## src/rtl/decode_hazard_ctl_if.sv

```systemverilog
// Pipeline-control bus between the decode-stage hazard controller and the datapath.
// The controller uses the slave modport. The datapath, or a bench standing in for it,
// uses the master modport.
interface decode_hazard_ctl_if #(
    parameter int CNT_W = 16
);
    logic [31:0]      IF_ID_instrout;
    logic             ID_EX_memread;
    logic [4:0]       ID_EX_rt;
    logic             EX_MEM_branch_taken;
    logic             mem_req;
    logic             mem_ready;

    logic             pc_write;
    logic             if_id_write;
    logic             if_id_flush;
    logic             id_ex_bubble;
    logic             pipe_en;
    logic [1:0]       state;
    logic [CNT_W-1:0] stall_cnt;
    logic [CNT_W-1:0] flush_cnt;
    logic             mem_timeout;

    modport master (
        output IF_ID_instrout, ID_EX_memread, ID_EX_rt, EX_MEM_branch_taken,
               mem_req, mem_ready,
        input  pc_write, if_id_write, if_id_flush, id_ex_bubble, pipe_en,
               state, stall_cnt, flush_cnt, mem_timeout
    );

    modport slave (
        input  IF_ID_instrout, ID_EX_memread, ID_EX_rt, EX_MEM_branch_taken,
               mem_req, mem_ready,
        output pc_write, if_id_write, if_id_flush, id_ex_bubble, pipe_en,
               state, stall_cnt, flush_cnt, mem_timeout
    );
endinterface

```

## src/rtl/decode_hazard_ctl.sv

```systemverilog
// Decode-stage sequencing controller for the 5-stage MIPS pipeline.
// It stalls on load-use hazards, freezes the pipe while data memory is busy,
// and flushes IF/ID after a taken branch.
// It also keeps saturating stall/flush statistics and a sticky memory-timeout flag.
module decode_hazard_ctl #(
    parameter int CNT_W       = 16,
    parameter int MEM_TIMEOUT = 8
) (
    input logic                clk,
    input logic                rst_n,
    decode_hazard_ctl_if.slave bus
);

    typedef enum logic [1:0] {
        ST_RUN      = 2'd0,
        ST_MEM_WAIT = 2'd1,
        ST_FLUSH    = 2'd2
    } state_t;

    localparam int               WAIT_W     = 8;
    localparam logic [WAIT_W-1:0] WAIT_LIMIT = WAIT_W'(MEM_TIMEOUT);
    localparam logic [CNT_W-1:0]  CNT_MAX    = '1;

    state_t            state_q;
    state_t            state_d;
    logic [WAIT_W-1:0] wait_cnt_q;
    logic [CNT_W-1:0]  stall_cnt_q;
    logic [CNT_W-1:0]  flush_cnt_q;
    logic              mem_timeout_q;

    logic [4:0]        id_rs;
    logic [4:0]        id_rt;
    logic              load_use;
    logic              mem_stall;
    logic              flush_event;
    logic              unused_instr_bits;

    logic              pc_write;
    logic              if_id_write;
    logic              if_id_flush;
    logic              id_ex_bubble;
    logic              pipe_en;

    assign id_rs             = bus.IF_ID_instrout[25:21];
    assign id_rt             = bus.IF_ID_instrout[20:16];
    assign unused_instr_bits = ^{bus.IF_ID_instrout[31:26], bus.IF_ID_instrout[15:0]};

    assign load_use  = bus.ID_EX_memread && (bus.ID_EX_rt != 5'd0) &&
                       ((bus.ID_EX_rt == id_rs) || (bus.ID_EX_rt == id_rt));
    assign mem_stall = bus.mem_req && !bus.mem_ready;

    assign flush_event = (state_q == ST_RUN) && !mem_stall && bus.EX_MEM_branch_taken;

    // Hold the sequencing state. Reset always lands in RUN, so a half-done flush is dropped.
    always_ff @(posedge clk or negedge rst_n) begin
        if (!rst_n) begin
            state_q <= ST_RUN;
        end else begin
            state_q <= state_d;
        end
    end

    // Pick the next state. A memory stall beats a branch flush. Load-use never leaves RUN.
    always_comb begin
        state_d = state_q;
        case (state_q)
            ST_RUN: begin
                if (mem_stall) begin
                    state_d = ST_MEM_WAIT;
                end else if (bus.EX_MEM_branch_taken) begin
                    state_d = ST_FLUSH;
                end else begin
                    state_d = ST_RUN;
                end
            end
            ST_MEM_WAIT: begin
                if (bus.mem_ready) begin
                    state_d = ST_RUN;
                end
            end
            ST_FLUSH: begin
                if (mem_stall) begin
                    state_d = ST_MEM_WAIT;
                end else begin
                    state_d = ST_RUN;
                end
            end
            default: state_d = ST_RUN;
        endcase
    end

    // Drive the latch enables for this cycle. During reset they are forced to free-running RUN values.
    always_comb begin
        pc_write     = 1'b1;
        if_id_write  = 1'b1;
        if_id_flush  = 1'b0;
        id_ex_bubble = 1'b0;
        pipe_en      = 1'b1;
        if (rst_n) begin
            case (state_q)
                ST_RUN: begin
                    if (mem_stall) begin
                        pc_write    = 1'b0;
                        if_id_write = 1'b0;
                        pipe_en     = 1'b0;
                    end else if (bus.EX_MEM_branch_taken) begin
                        if_id_flush  = 1'b1;
                        id_ex_bubble = 1'b1;
                    end else if (load_use) begin
                        pc_write     = 1'b0;
                        if_id_write  = 1'b0;
                        id_ex_bubble = 1'b1;
                    end
                end
                ST_MEM_WAIT: begin
                    pc_write    = 1'b0;
                    if_id_write = 1'b0;
                    pipe_en     = 1'b0;
                end
                ST_FLUSH: begin
                    if_id_flush = 1'b1;
                end
                default: ;
            endcase
        end
    end

    // Count stall cycles and branch flushes. Both counters saturate instead of wrapping.
    always_ff @(posedge clk or negedge rst_n) begin
        if (!rst_n) begin
            stall_cnt_q <= '0;
            flush_cnt_q <= '0;
        end else begin
            if (!pc_write && (stall_cnt_q != CNT_MAX)) begin
                stall_cnt_q <= stall_cnt_q + CNT_W'(1);
            end
            if (flush_event && (flush_cnt_q != CNT_MAX)) begin
                flush_cnt_q <= flush_cnt_q + CNT_W'(1);
            end
        end
    end

    // Measure how long memory has kept us waiting. The timeout flag stays set until reset.
    always_ff @(posedge clk or negedge rst_n) begin
        if (!rst_n) begin
            wait_cnt_q    <= '0;
            mem_timeout_q <= 1'b0;
        end else if (state_q == ST_MEM_WAIT) begin
            if (wait_cnt_q == WAIT_LIMIT - WAIT_W'(1)) begin
                mem_timeout_q <= 1'b1;
            end
            if (bus.mem_ready) begin
                wait_cnt_q <= '0;
            end else if (wait_cnt_q != WAIT_LIMIT) begin
                wait_cnt_q <= wait_cnt_q + WAIT_W'(1);
            end
        end else begin
            wait_cnt_q <= '0;
        end
    end

    assign bus.pc_write     = pc_write;
    assign bus.if_id_write  = if_id_write;
    assign bus.if_id_flush  = if_id_flush;
    assign bus.id_ex_bubble = id_ex_bubble;
    assign bus.pipe_en      = pipe_en;
    assign bus.state        = state_q;
    assign bus.stall_cnt    = stall_cnt_q;
    assign bus.flush_cnt    = flush_cnt_q;
    assign bus.mem_timeout  = mem_timeout_q;

endmodule

```

## src/flat_wrapper.sv

```systemverilog
// flat-port wrapper written by rule: the top's interface ports become plain ports
module decode_hazard_ctl_flat 
#(
    parameter int CNT_W       = 16,
    parameter int MEM_TIMEOUT = 8
)
  (clk, rst_n, bus_IF_ID_instrout, bus_ID_EX_memread, bus_ID_EX_rt, bus_EX_MEM_branch_taken, bus_mem_req, bus_mem_ready, bus_pc_write, bus_if_id_write, bus_if_id_flush, bus_id_ex_bubble, bus_pipe_en, bus_state, bus_stall_cnt, bus_flush_cnt, bus_mem_timeout);
  decode_hazard_ctl_if #(.CNT_W(CNT_W)) bus_i ();
  input logic clk;
  input logic rst_n;
  input wire logic [$bits(bus_i.IF_ID_instrout)-1:0] bus_IF_ID_instrout;
  input wire logic [$bits(bus_i.ID_EX_memread)-1:0] bus_ID_EX_memread;
  input wire logic [$bits(bus_i.ID_EX_rt)-1:0] bus_ID_EX_rt;
  input wire logic [$bits(bus_i.EX_MEM_branch_taken)-1:0] bus_EX_MEM_branch_taken;
  input wire logic [$bits(bus_i.mem_req)-1:0] bus_mem_req;
  input wire logic [$bits(bus_i.mem_ready)-1:0] bus_mem_ready;
  output wire logic [$bits(bus_i.pc_write)-1:0] bus_pc_write;
  output wire logic [$bits(bus_i.if_id_write)-1:0] bus_if_id_write;
  output wire logic [$bits(bus_i.if_id_flush)-1:0] bus_if_id_flush;
  output wire logic [$bits(bus_i.id_ex_bubble)-1:0] bus_id_ex_bubble;
  output wire logic [$bits(bus_i.pipe_en)-1:0] bus_pipe_en;
  output wire logic [$bits(bus_i.state)-1:0] bus_state;
  output wire logic [$bits(bus_i.stall_cnt)-1:0] bus_stall_cnt;
  output wire logic [$bits(bus_i.flush_cnt)-1:0] bus_flush_cnt;
  output wire logic [$bits(bus_i.mem_timeout)-1:0] bus_mem_timeout;
  assign bus_i.IF_ID_instrout = bus_IF_ID_instrout;
  assign bus_i.ID_EX_memread = bus_ID_EX_memread;
  assign bus_i.ID_EX_rt = bus_ID_EX_rt;
  assign bus_i.EX_MEM_branch_taken = bus_EX_MEM_branch_taken;
  assign bus_i.mem_req = bus_mem_req;
  assign bus_i.mem_ready = bus_mem_ready;
  assign bus_pc_write = bus_i.pc_write;
  assign bus_if_id_write = bus_i.if_id_write;
  assign bus_if_id_flush = bus_i.if_id_flush;
  assign bus_id_ex_bubble = bus_i.id_ex_bubble;
  assign bus_pipe_en = bus_i.pipe_en;
  assign bus_state = bus_i.state;
  assign bus_stall_cnt = bus_i.stall_cnt;
  assign bus_flush_cnt = bus_i.flush_cnt;
  assign bus_mem_timeout = bus_i.mem_timeout;
  decode_hazard_ctl #(.CNT_W(CNT_W), .MEM_TIMEOUT(MEM_TIMEOUT)) u_core (.clk(clk), .rst_n(rst_n), .bus(bus_i));
endmodule
```

## config.mk

```make
export PLATFORM = sky130hd
export DESIGN_NAME = decode_hazard_ctl_flat
export DESIGN_NICKNAME = d
export VERILOG_FILES = /design/src/rtl/decode_hazard_ctl_if.sv /design/src/rtl/decode_hazard_ctl.sv /design/src/flat_wrapper.sv
export SDC_FILE = /design/constraint.sdc
export NUM_CORES = 1
export LEC_CHECK = 0
export BUFFER_PORTS_ARGS = -buffer_cell sky130_fd_sc_hd__buf_2
export CORE_AREA = 2 2 61 77
export CTS_BUF_LIST = sky130_fd_sc_hd__clkbuf_8
export CTS_CLUSTER_DIAMETER = 120
export DETAILED_ROUTE_END_ITERATION = 7
export DIE_AREA = 0 0 63 79
export PLACE_DENSITY_LB_ADDON = 0.1
export SETUP_SLACK_MARGIN = 0.3
export SYNTH_ARGS = -nofsm -noshare
export SYNTH_HDL_FRONTEND = slang
export SYNTH_SLANG_ARGS = --single-unit
```

## constraint.sdc

```tcl
create_clock -name clk -period 2.7 [get_ports clk]
set_input_delay 0.405 -clock clk [delete_from_list [all_inputs] [get_ports clk]]
set_output_delay 0.405 -clock clk [all_outputs]
set_load 0.05 [all_outputs]
```

==> flow_summary_export.csv, run 1 <==
group,metric,value,unit
run_status,status,"completed",
synth,yosys.area_share.adder,0.0223,
sta,finalHoldViolCount,0,
sta,fmax,0.436,GHz
critical_path,crit_arrival,1.89,ns
synth,synthTopCellsByArea,"dfrtp_1, xnor2_1, xor2_1",
power,p_clk_frac,0.220,
finish,diodes,0,
detailed_routing,met2RoutedLength,2190,um
placed_design,place.gp.congestion,0.800,
critical_path,cp-startpoint,"u_core.bus.state[1]",
power,power_density,681,nW/um2
die,ios,83,
finish,syn_to_final_growth,19.9,%
synth,synth_top_family_by_area,"simple AND/OR/NAND/NOR gates",
sta,final_max_slew_viol_count,0,
synth,synth_compound_area_frac,0.0402,
sta,slew_headroom,0.637,
critical_path,slowest_stage,"dfrtp_2",
synth,synth_area,2240,um2
cts,cts_root_buf,"clkbuf_8",
finish,fin_nets,324,
critical_path,r2r_start,"u_core.bus.state[1]",
critical_path,worstSetupEndpointType,"primary output",
global_routing,grt_pass1_vias,1738,
synth,yosysMostFrequentCell,"dfrtp_1",
detailed_routing,dr.pass1.iters,4,
global_routing,grt_pass1_wl,7690,um
detailed_routing,wl_per_cell,13.0,um
sta,fin_crit_sh,0.849,
worst_hold_path,hp-class,"in -> async",
power,p_sw_frac,0.415,
detailed_routing,wirelength_met1,1890,um
cts,ctsResizeCount,0,
power,leakage,1.31,nW
critical_path,r2r_cells,7,
sta,setup_tns,0,ns
critical_path,path_class,"reg -> out",
synth,synth_xor_area_frac,0.172,
global_routing,track_usage,0.194,
detailed_routing,ant_nets,0,
placed_design,place_hpwl,3180,um
die,dieHeight,79,um
placed_design,dpl.cell_count,327,
sta,fin_skew,0.00662,ns
critical_path,crit_fanout,7,
critical_path,crit_path_start_kind,"register",
placed_design,numPortBuffers,60,
cts,h-tree-depth,2,
synth,yosys.area_share.simple,0.241,
die,core_area,4290,um2
sta,setup_viol,0,
synth,synth_top_area_share,0.480,
detailed_routing,drt-initial-drc-count,112,
cts,clk_latency,0.30,ns
global_routing,overflow,0,
finish,fin_cells,336,
cts,clock_path_buffers,2,
die,start_util,0.523,
synth,avgSynthCellArea,10.6,um2
critical_path,critPathRequiredTime,2.30,ns
detailed_routing,post-route-drc-count,0,
power,combPwrFrac,0.329,
detailed_routing,wl_met3,206,um
power,p_int,1.07,mW
synth,synth_top_area_cell,"dfrtp_1",
detailed_routing,top_layer,"met4",
global_routing,grt_antenna_before_repair,0,
cts,path_clk_slew,0.08,ns
sta,tightest_slew,0.544,ns
cts,cts_tree,"done",
detailed_routing,via_count,1777,
critical_path,r2r-end,"u_core.bus.stall_cnt[12]",
detailed_routing,avgViaCountPerCell,5.29,
finish,drive_above_1_share,0.313,
die,die_w,63,um
synth,synth_edf_count,0,
power,switching_power,760,uW
critical_path,cp_cell_sequence,"nor2_2 > nand2_1 > or3_4 > o21ai_4 > clkinvlp_4 > buf_2",
cts,cts_buffers,5,
die,rows,27,
synth,ys_warn_count,0,
critical_path,cp-endpoint,"bus_pc_write",
cts,clock-sinks,43,
detailed_routing,finalWirelength,4350,um
synth,synth.area.mux_share,0.0195,
critical_path,crit_path_max_incr_delay,0.46,ns
synth,synth_ff_type,"dfrtp_1",
synth,async_reset_ff_frac,1.00,
synth,seq_area_frac_synth,0.480,
flow_run,drv_cap,0,
critical_path,reg2reg_slack,0.64,ns
synth,ys_types,45,
sta,period_needed,2.29,ns
power,peakVddDrop,527,uV
synth,yosys-top-cells-count,"dfrtp_1, xnor2_1, xor2_1, nor2_1",
sta,rsz0062_at_grt,"no",
synth,synthCells,212,
die,dieArea,4980,um2
global_routing,grt_start_max_net_pins,46,
synth,synthesis.nets,259,
synth,ys_ff_latch,43,
power,seq_power_share,0.451,
==> cell families (layout without fill, tap and decap cells) <==
| family | count (synthesis) | after routing |
|---|---|---|
| AOI/OAI and AO/OA | 11 | 11 |
| adders and majority gates | 4 | 4 |
| xor gates and xnor gates | 44 | 44 |
| muxes | 4 | 4 |
| DFF | 43 | 43 |
| and+or+nand+nor | 96 | 96 |
| buffers and inverters | 10 | 76 |
==> flip-flops by register name, summed over array words and instances, names as in the netlist <==
register,count
u_core.bus.state,2
u_core.wait_cnt_q,8
u_core.bus.mem_timeout,1
u_core.bus.stall_cnt,16
u_core.bus.flush_cnt,16
==> area by class of cell <==
cell class              instances  area (um2)
well taps                      58        72.6
repair buffers                 62         315
multi-input cells             159        1110
fillers                       397        1600
clock buffers                   5        68.8
clock inverters                 3        16.3
flip-flops and latches         43        1080
inverters                       6        26.3
==> metrics by stage <==
stage | worst slack (ns) | hold slack [ns] | cell area [um2] | utilization | total power, mW
6_report | 0.409 | 0.224 | 2690 | 0.626 | 1.83
5_1_grt | 0.316 | 0.262 | 2690 | 0.626 | 1.92
4_1_cts | 0.362 | 0.242 | 2690 | 0.626 | 1.85
3_5_place_dp | 0.398 | 0.457 | 2590 | 0.605 | 1.44
3_3_place_gp | 0.429 | 0.455 | 2590 | 0.605 | 1.44
2_1_floorplan | 0.226 | 0.109 | 2250 | - | 1.28
==> worst max-delay path: cells and delay by family, from the launching register on <==
kind            cells  cell delay, ns
simple gates        3            0.60
buf+inv             2            0.32
flops               1            0.46
compound gates      1            0.20
==> worst min-delay path by stage <==
stage / startpoint / end / cells past startpoint
finish: rst_n / u_core.wait_cnt_q[6] / 2
global route: bus_mem_ready / u_core.bus.state[0] / 2
CTS: rst_n / u_core.bus.stall_cnt[10] / 2
detailed placement: u_core.bus.mem_timeout / u_core.bus.mem_timeout / 1
global placement: u_core.bus.mem_timeout / u_core.bus.mem_timeout / 1
floorplan: rst_n / u_core.bus.flush_cnt[0] / 0
==> placed cells by master (no fill, tap or decap), types with 2 or more instances in the layout <==
| master | count |
|---|---|
| buf_2 | 60 |
| dfrtp_1 | 41 |
| xnor2_1 | 25 |
| xor2_1 | 19 |
| nor2_1 | 17 |
| nand2_1 | 15 |
| nand3_1 | 15 |
| nand4_1 | 11 |
| and3_1 | 9 |
| inv_1 | 6 |
| clkbuf_8 | 5 |
| nor3_1 | 4 |
| ha_1 | 4 |
| and3_2 | 3 |
| or4_1 | 2 |
| nand2b_1 | 2 |
| clkinvlp_4 | 2 |
| a21oi_1 | 2 |
| nor3_2 | 2 |
| nand4b_1 | 2 |
| and4_1 | 2 |
| mux2_1 | 2 |
| buf_4 | 2 |
| dfrtp_2 | 2 |
==> power by group through the flow <==
stage / clock network [mW] / logic, mW / registers, mW
6_report: 0.403 / 0.602 / 0.825
5_1_grt: 0.438 / 0.644 / 0.839
4_1_cts: 0.417 / 0.610 / 0.825
3_5_place_dp: 0 / 0.607 / 0.836
3_3_place_gp: 0 / 0.604 / 0.833
2_1_floorplan: 0 / 0.183 / 1.10
==> per-layer routing <==
metal | global-route usage | vias up
li1 | - | 862
met2 | 0.337 | 41
met1 | 0.235 | 868
met3 | 0.0453 | 6
met4 | 0.0689 | 0
met5 | 0 | -
==> repair_timing <==
item,4_1_cts,5_1_grt
endpoints found under the setup margin,2,2
pin swaps,1,1
hold buffers,0,0
buffers inserted,1,0
Note: power is estimated with default switching activity, not from simulation.
==> inputs of run 2 (changes only) <==
Settings changed: CORE_AREA 2 2 61 77 to 2 2 63 80, DIE_AREA 0 0 63 79 to 0 0 65 82.
Clock period 2.7 ns to 2.3 ns, I/O delays scaled along.
==> run 2 against run 1 <==
Hold slack worse by 0.19 ns; clock skew fell by 0.00085 ns; cell area up 3.4%; sequential share of layout area down 1.3 points; sequential cell count stayed put; via count down 1.6%; routed wire length rose by 2.8%.
==> flow_summary_export.csv, run 2 (same netlist as run 1, synthesis figures left out) <==
group,metric,value,unit
detailed_routing,post-route-drc-count,0,
detailed_routing,ant_nets,0,
global_routing,grt_start_max_net_pins,26,
critical_path,critPathRequiredTime,1.96,ns
power,power_density,777,nW/um2
global_routing,grt_pass1_vias,1713,
global_routing,grt_pass1_wl,7690,um
critical_path,r2r_start,"u_core.bus.state[0]",
cts,cts_hold_buffers,0,
critical_path,crit_path_start_kind,"register",
placed_design,place_area,2630,um2
placed_design,numPortBuffers,60,
cts,clk_latency,0.30,ns
critical_path,r2r-end,"u_core.bus.stall_cnt[12]",
detailed_routing,top_layer,"met4",
sta,tightest_slew,0.525,ns
sta,final_max_slew_viol_count,0,
finish,utilization,0.605,
detailed_routing,drt-initial-drc-count,53,
die,start_util,0.489,
sta,rsz0062_at_grt,"yes",
cts,cts_root_buf,"clkbuf_8",
sta,finalWorstSetupSlack,0.175,ns
sta,fin_crit_sh,0.924,
sta,fmax,0.471,GHz
cts,clock-sinks,43,
finish,mostFrequentLayoutCell,"buf_2",
cts,cts_tree,"done",
detailed_routing,avgViaCountPerCell,5.07,
placed_design,pre_cts_ws,0.131,ns
sta,timing.hold.ws,0.0343,ns
sta,finalHoldViolCount,0,
critical_path,worstSetupEndpointType,"primary output",
sta,setup_tns,0,ns
power,total_power,2.16,mW
finish,syn_to_final_growth,23.9,%
power,leakage,1.36,nW
finish,drive_above_1_share,0.337,
die,dieHeight,82,um
run_status,status,"completed",
finish,fin_nets,331,
detailed_routing,via_count,1749,
global_routing,grt_antenna_before_repair,0,
critical_path,r2r_cells,7,
detailed_routing,wirelength_met1,1900,um
detailed_routing,met2RoutedLength,2300,um
power,peakVddDrop,698,uV
cts,cts_buffers,5,
placed_design,place_hpwl,3350,um
global_routing,track_usage,0.189,
sta,slew_headroom,0.647,
global_routing,overflow,0,
placed_design,place.gp.congestion,0.832,
detailed_routing,wl_per_cell,13.0,um
die,ios,83,
placed_design,dpl.cell_count,333,
die,rows,28,
critical_path,path_class,"reg -> out",
critical_path,crit_arrival,1.78,ns
sta,fin_skew,0.00578,ns
flow_run,drv_cap,0,
die,core_area,4590,um2
detailed_routing,dr.pass1.iters,4,
cts,path_clk_slew,0.08,ns
critical_path,crit_fanout,5,
worst_hold_path,hp-class,"in -> async",
finish,layout_common_cells,"buf_2, dfrtp_1, xnor2_1, xor2_1, nor2_1",
detailed_routing,wl_met3,181,um
die,die_w,65,um
finish,fin_cells,345,
die,dieArea,5330,um2
cts,h-tree-depth,2,
critical_path,reg2reg_slack,0.35,ns
sta,setup_viol,0,
detailed_routing,finalWirelength,4480,um
sta,period_needed,2.12,ns
cts,clock_path_buffers,2,
finish,fin_area,2780,um2
finish,diodes,0,
## run 2: timing repair
item,in CTS,in global routing
pin swaps,1,2
setup endpoints to repair,4,6
gates resized for setup,6,5
buffers inserted,4,0
## run 2: layout make-up
| type | count | area [um2] |
|---|---|---|
| fillers | 410 | 1810 |
| multi-input cells | 159 | 1120 |
| flip-flops and latches | 43 | 1080 |
| repair buffers | 69 | 393 |
| well taps | 60 | 75.1 |
| clock buffers | 5 | 68.8 |
| inverters | 6 | 26.3 |
| clock inverters | 3 | 16.3 |
## run 2: power by group
part           internal, mW  switching, mW
registers             0.851          0.111
clock network         0.208          0.251
logic                 0.214          0.523
## run 2: worst max-delay path by stage
| stage | start | to | slack [ns] | cells after the start |
|---|---|---|---|---|
| 2_1_floorplan | u_core.bus.state[0] | bus_pc_write | -0.11 | 6 |
| 3_3_place_gp | u_core.bus.state[1] | bus_pc_write | 0.14 | 6 |
| 3_5_place_dp | bus_ID_EX_rt[2] | bus_if_id_write | 0.13 | 7 |
| 4_1_cts | u_core.bus.state[0] | bus_if_id_write | 0.14 | 6 |
| 5_1_grt | u_core.bus.state[0] | bus_if_id_write | 0.10 | 6 |
| 6_report | u_core.bus.state[0] | bus_if_id_write | 0.18 | 6 |
## run 2: worst max-delay path, stage by stage, from the launching register on
cell and delay (ns):
dfrtp_2 0.45, nor2_4 0.10, nand2_1 0.05, or3_4 0.37
o21ai_4 0.20, clkinvlp_4 0.15, buf_6 0.17
## run 2: per-layer routing
layer,up-vias,track usage
met5,-,0
met4,0,0.0787
met3,7,0.0452
met2,33,0.338
met1,840,0.214
li1,869,-
